### src/rtl/prog_mem_loader.sv
// Writable program memory: registered 1-cycle fetch port plus a valid/ready
// loader that writes words from address 0, pads the rest with FILL and sums the loaded words.
module prog_mem_loader #(
  parameter int                ADDR_W = 8,
  parameter int                DATA_W = 8,
  parameter int                DEPTH  = 256,
  parameter logic [DATA_W-1:0] FILL   = 8'hFF
) (
  input  logic              clk,
  input  logic              rst_n,
  input  logic              i_fetch_en,
  input  logic [ADDR_W-1:0] i_fetch_addr,
  output logic [DATA_W-1:0] o_fetch_data,
  output logic              o_fetch_valid,
  input  logic              i_prog_start,
  input  logic [ADDR_W:0]   i_prog_len,
  input  logic              i_prog_valid,
  input  logic [DATA_W-1:0] i_prog_data,
  output logic              o_prog_ready,
  output logic              o_prog_busy,
  output logic              o_prog_done,
  output logic              o_prog_err,
  output logic [DATA_W-1:0] o_checksum
);

  localparam int              MEM_AW  = (DEPTH > 1) ? $clog2(DEPTH) : 1;
  localparam logic [ADDR_W:0] DEPTH_C = (ADDR_W+1)'(DEPTH);
  localparam logic [ADDR_W:0] LAST_C  = (ADDR_W+1)'(DEPTH - 1);
  localparam logic [ADDR_W:0] ONE_C   = (ADDR_W+1)'(1);

  typedef enum logic [1:0] {S_IDLE, S_LOAD, S_PAD} state_t;

  state_t            r_state;
  state_t            w_state_next;
  logic              w_done_next;
  logic [ADDR_W:0]   r_ptr;
  logic [ADDR_W:0]   r_len;
  logic [ADDR_W:0]   w_ptr_inc;
  logic [DATA_W-1:0] r_checksum;
  logic              r_err;
  logic              r_done;
  logic              r_fetch_valid;
  logic              r_in_range;
  logic [DATA_W-1:0] r_rd_data;
  logic              w_len_ok;
  logic              w_start_ok;
  logic              w_start_bad;
  logic              w_accept;
  logic              w_ready;
  logic              w_we;
  logic [DATA_W-1:0] w_wdata;

  logic [DATA_W-1:0] r_mem [0:DEPTH-1];

  assign w_len_ok    = (i_prog_len != '0) && (i_prog_len <= DEPTH_C);
  assign w_start_ok  = (r_state == S_IDLE) && i_prog_start && w_len_ok;
  assign w_start_bad = (r_state == S_IDLE) && i_prog_start && !w_len_ok;
  assign w_accept    = (r_state == S_LOAD) && i_prog_valid;
  assign w_ptr_inc   = r_ptr + ONE_C;

  always_ff @(posedge clk or negedge rst_n) begin
    if (!rst_n) begin
      r_state <= S_IDLE;
    end else begin
      r_state <= w_state_next;
    end
  end

  always_comb begin
    w_state_next = r_state;
    w_done_next  = 1'b0;
    unique case (r_state)
      S_IDLE: begin
        if (w_start_ok) w_state_next = S_LOAD;
      end
      S_LOAD: begin
        if (w_accept && (w_ptr_inc == r_len)) begin
          // A full-depth program leaves nothing to pad.
          if (r_len == DEPTH_C) begin
            w_state_next = S_IDLE;
            w_done_next  = 1'b1;
          end else begin
            w_state_next = S_PAD;
          end
        end
      end
      S_PAD: begin
        if (r_ptr == LAST_C) begin
          w_state_next = S_IDLE;
          w_done_next  = 1'b1;
        end
      end
      default: w_state_next = S_IDLE;
    endcase
  end

  always_comb begin
    w_ready = 1'b0;
    w_we    = 1'b0;
    w_wdata = FILL;
    case (r_state)
      S_LOAD: begin
        w_ready = 1'b1;
        w_we    = i_prog_valid;
        w_wdata = i_prog_data;
      end
      S_PAD:   w_we = 1'b1;
      default: ;
    endcase
  end

  always_ff @(posedge clk or negedge rst_n) begin
    if (!rst_n) begin
      r_ptr         <= '0;
      r_len         <= '0;
      r_checksum    <= '0;
      r_err         <= 1'b0;
      r_done        <= 1'b0;
      r_fetch_valid <= 1'b0;
      r_in_range    <= 1'b0;
    end else begin
      r_done        <= w_done_next;
      r_fetch_valid <= i_fetch_en && (r_state == S_IDLE) && !i_prog_start;
      r_in_range    <= ({1'b0, i_fetch_addr} < DEPTH_C);
      if (w_start_ok) begin
        r_len      <= i_prog_len;
        r_ptr      <= '0;
        r_checksum <= '0;
        r_err      <= 1'b0;
      end else begin
        if (w_start_bad) r_err <= 1'b1;
        if (w_we) r_ptr <= w_ptr_inc;
        if (w_accept) r_checksum <= r_checksum + i_prog_data;
      end
    end
  end

  // Memory has no reset so it maps onto block RAM and survives an aborted load.
  always_ff @(posedge clk) begin
    if (w_we) r_mem[r_ptr[MEM_AW-1:0]] <= w_wdata;
    r_rd_data <= r_mem[i_fetch_addr[MEM_AW-1:0]];
  end

  assign o_fetch_valid = r_fetch_valid;
  assign o_fetch_data  = (r_fetch_valid && r_in_range) ? r_rd_data : FILL;
  assign o_prog_ready  = w_ready;
  assign o_prog_busy   = (r_state != S_IDLE);
  assign o_prog_done   = r_done;
  assign o_prog_err    = r_err;
  assign o_checksum    = r_checksum;

endmodule
### config.mk
export PLATFORM = sky130hd
export DESIGN_NAME = prog_mem_loader
export DESIGN_NICKNAME = d
export VERILOG_FILES = /design/src/rtl/prog_mem_loader.sv
export SDC_FILE = /design/constraint.sdc
export NUM_CORES = 2
export LEC_CHECK = 0
export CAP_MARGIN = 25
export CORE_MARGIN = 8
export CORE_UTILIZATION = 35
export CTS_CLUSTER_DIAMETER = 120
export CTS_CLUSTER_SIZE = 12
export DETAILED_ROUTE_END_ITERATION = 6
export HOLD_SLACK_MARGIN = 0.06
export PLACE_DENSITY = 0.53
export SLEW_MARGIN = 20
export SYNTH_ARGS = -nofsm -noshare
export SYNTH_HDL_FRONTEND = slang
export SYNTH_SLANG_ARGS = --single-unit
### constraint.sdc
create_clock -name clk -period 12.3 [get_ports clk]
set_clock_uncertainty 0.1 [all_clocks]
set_input_delay 2.46 -clock clk [delete_from_list [all_inputs] [get_ports clk]]
set_output_delay 2.46 -clock clk [all_outputs]
set_load 0.01 [all_outputs]
**Word level (Yosys, flattened, before mapping)**

Memories as Yosys holds them, arrays and structs flattened. A register that Yosys moved wholly into a read port is not among the register bits.
Index checks and enable logic that the tools add are counted.

- Register bits: 32
- RAM bits: 2,048
- Bits of input ports: 30
- Output and inout port bits: 21
- Memories: 1

- Add/subtract/negate cells: 2
- $lt $le $gt $ge: 1
- Equal/unequal tests: 8
- Mux-type cells: 21
- Reduce and logical (&&, ||, !) cells: 18

Memories:

| name | words | width | rd ports | clocked after Yosys merged registers in | write ports | line | source |
|---|---|---|---|---|---|---|---|
| r_mem | 256 | 8 | 1 | 1 | 1 | 53 | `logic [DATA_W-1:0] r_mem [0:DEPTH-1];` |

Operators with widths:

| kind | number |
|---|---|
| 8-bit two-way mux | 4 |
| 9-bit two-way mux | 2 |
| 9-bit by 1-bit adder with 9-bit output (second input constant) | 1 |
| 9-bit by 8-bit equality test with 1-bit output (second input constant) | 1 |
| 9-bit equality test | 1 |
| 9-bit equality test (second input constant) | 1 |
| 9-bit <= comparator (second input constant) | 1 |
| 1-bit logical AND | 9 |
| 9-bit nonzero test | 1 |
| 8-bit adder | 1 |
| 1-bit two-way mux | 8 |
| 2-bit two-way mux | 4 |
| 2-bit nonzero test | 4 |
| 2-bit one-hot mux with 3 select lines | 1 |
| 2-bit inequality test (second input constant) | 2 |
| 1-bit one-hot mux with 2 select lines | 2 |
| 3-bit AND reduction | 1 |
| 2-bit by 1-bit equality test with 1-bit output (second input constant) | 1 |
| 2-bit equality test (second input constant) | 1 |
| 1-bit logical NOT | 2 |
| 2-bit logical NOT | 1 |
| 2-bit by 1-bit inequality test with 1-bit output (second input constant) | 1 |

**Depth between registers and ports, before layout**

- Depth in word-level cells: 6
- Mapped depth: 13

**Least setup slack after synthesis**

Ideal clock, no wire load.

- Path type: input-to-reg
- From: input i_prog_data[0]
- To: memory r_mem[0][0] (data pin)
- Library setup time: 0.904 ns
- Data arrival time: 5.882 ns
- Setup slack: 5.414 ns
- Stages on the path: 1
- Path buffers: 0
- Cell sequence: nand2b_1

- Cells in the longest elaborated chain, start to end: 1

Ends and longest elaborated chain:

| element | line | source |
|---|---|---|
| start: declaration | 18 | `input logic [DATA_W-1:0] i_prog_data,` |
| 8-bit two-way mux | 101 | `case (r_state)` |
| end: declaration | 53 |  |

Every way passes these cells.

==> metrics.yaml <==
status: "finished, final reports clean"
layout-drive-gt1-share: 0.228
crit_path_max_fanout: 81
yosysUniqueCellTypes: 66
netlist_top_cells_count: "edfxtp_1, mux4_2, nor2_1"
postCtsSetupRepairBufs: 0
synth.area.top_cells: "edfxtp_1, mux4_2, nor2_1"
ys_warn_count: 0
cts_tree: "done"
p_leak_nw: 27.4
vdd.ir_drop.worst_uv: 123
setup_violations: 0
vias: 38203
setup_tns_ns: 0
die_y_um: 499
cts_sinks: 2088
max_slew.worst_pin.slew_ns: 1.25
synth_top_area_frac: 0.754
synthArstFlopShare: 0.0153
crit_path_end_kind: "register"
start_kind: "input pin"
drtIter0Drc: 4128
synth_fp_nets: 3810
worstHoldStart: "o_prog_err"
fmax_mhz: 156
io_pins: 51
grt_overflow: 0
ctsLongestPathBuffers: 3
timing_hold_violations_final: 0
wl_per_cell_um: 29.6
yosysTopAreaCell: "edfxtp_1"
rsz0062_at_grt: "false"
arrival_ns: 6.97
synth_edf_count: 2048
antenna_found_initial: 16
insertion_delay_ns: 0.84
die_width_um: 499
yosysMostFrequentCell: "edfxtp_1"
cts_buffers: 192
reg2reg_depth: 7
ctsResizeCount: 0
r2r_start: "r_state[1]"
critPathLaunch: "i_fetch_addr[1]"
avgSynthCellArea_um2: 21.7
synthFlopType: "edfxtp_1"
worstSetupEndpoint: "r_rd_data[7]"
seq_area_frac_synth: 0.766
critical_path_required_ns: 12.88
ys_ff_latch: 2088
slew_viol_final: 0
rows: 177
setup.worst_path.class: "input pin to register"
min_period_over_period: 0.520
ant_nets: 0
grt_pass1_wl_mm: 295
drc: 0
seq_area_um2: 62500
start_util: 0.352
power.density_nw_per_um2: 166
grt_pass1_vias: 38985
die-area_um2: 249000
r2r_slack_ns: 8.06
max_slew_margin: 0.170
multi_input_area_um2: 17900
nNetsFinal: 3910
gp_congestion: 0.775
total_power_mw: 15.1
drv_cap: 0
dp_hpwl_mm: 122
grt_usage: 0.162
holdCritPathClass: "register to register"
period_minus_slack_ns: 6.39
syn_to_final_growth_pct: 11.2
core_um2: 232000
cts_hold_buf: 0
fillers: 20571
synth_cells: 3764
grt_max_degree: 209
cts-root-buf: "clkbuf_16"
port_buffers: 50
viasPerCell: 5.47
h-tree-depth: 4
synth_area_um2: 81600
r2r_end: "r_mem[181][3]"
clk_pin_slew_ns: 0.06
firstDrtPassIters: 7
drt-total-wl_mm: 207
==> cell usage in the layout, fill, tap and decap left out, drive strengths merged, types with 13 or more instances in the layout <==
master / count
ha: 15
a31oi: 16
inv: 20
nor2b: 25
xnor2: 13
clkbuf: 250
a22oi: 60
dfrtp: 32
a21oi: 48
nor3: 19
a211oi: 21
o21ai: 19
edfxtp: 2048
mux2i: 98
buf: 87
clkdlybuf4s50: 43
o22ai: 22
nor2: 291
mux2: 16
nand3: 34
nand2: 72
mux4: 550
==> worst max-delay path: stages <==
cell and delay [ns]:
buf_8 0.54, buf_4 0.71, buf_4 0.66, mux4_2 0.40
nor2b_1 0.14, a211oi_1 0.47, a211oi_1 0.20, a31o_1 0.30
nor4_1 0.78, a311oi_1 0.11
==> through the flow <==
step,area [um^2],hold slack [ns],utilization,std cells,setup slack (ns)
2_1_floorplan,81600,0.412,-,3764,5.41
3_3_place_gp,85300,0.393,0.368,6705,5.01
6_report,90800,0.408,0.391,6981,5.91
4_1_cts,90700,0.414,0.391,6974,5.93
5_1_grt,90700,0.468,0.391,6980,5.76
3_5_place_dp,85400,0.395,0.368,6708,5.01
==> layout make-up <==
| cell class | count | share of cell area |
|---|---|---|
| multi-input combinational | 1440 | 0.197 |
| inverter | 12 | 0.000496 |
| clock inverter | 16 | 0.00291 |
| tap | 3043 | 0.0420 |
| timing repair buffer | 130 | 0.0140 |
| sequential | 2088 | 0.688 |
| antenna | 2 | 0.0000551 |
| clock buffer | 250 | 0.0556 |
==> kinds of logic (layout without fill, tap and decap cells) <==
family	Yosys count	after routing	share of synthesized area
fa+ha+maj	16	16	0.00255
buf+inv	236	408	0.0169
mux	664	664	0.166
simple gates	504	504	0.0269
xor+xnor	19	19	0.00204
compound gates	236	236	0.0199
other cells	1	3	0.0000460
flops	2088	2088	0.766
==> state kept, by name, indices dropped and copies added, names as in the netlist <==
name           flops
r_mem           2048
r_len              9
r_ptr              9
o_checksum         8
r_rd_data          8
r_state            2
o_fetch_valid      1
o_prog_done        1
o_prog_err         1
r_in_range         1
==> per-layer routing <==
layer	GRT usage	vias to the layer above	part of all wire
met5	0	-	0.00013
met2	0.255	1316	0.47
met3	0.0293	237	0.068
met4	0.0382	4	0.021
li1	-	15831	-
met1	0.236	20815	0.44
==> worst min-delay path by stage <==
| stage | depth (start not counted) | slack [ns] | endpoint |
|---|---|---|---|
| 2_1_floorplan | 2 | 0.41 | r_state[1] |
| 3_3_place_gp | 2 | 0.39 | o_prog_err |
| 3_5_place_dp | 2 | 0.40 | o_prog_err |
| 4_1_cts | 2 | 0.41 | o_prog_err |
| 5_1_grt | 2 | 0.47 | o_prog_err |
| 6_report | 2 | 0.41 | o_prog_err |
==> report_power, final <==
part	internal (mW)	switching [mW]	total (mW)	leakage, nW
Clock	2.85	2.54	5.40	2.56
Sequential	8.28	0.0362	8.31	18.8
Combinational	0.359	0.993	1.35	6.03
Note: power is estimated with default switching activity, not from simulation.
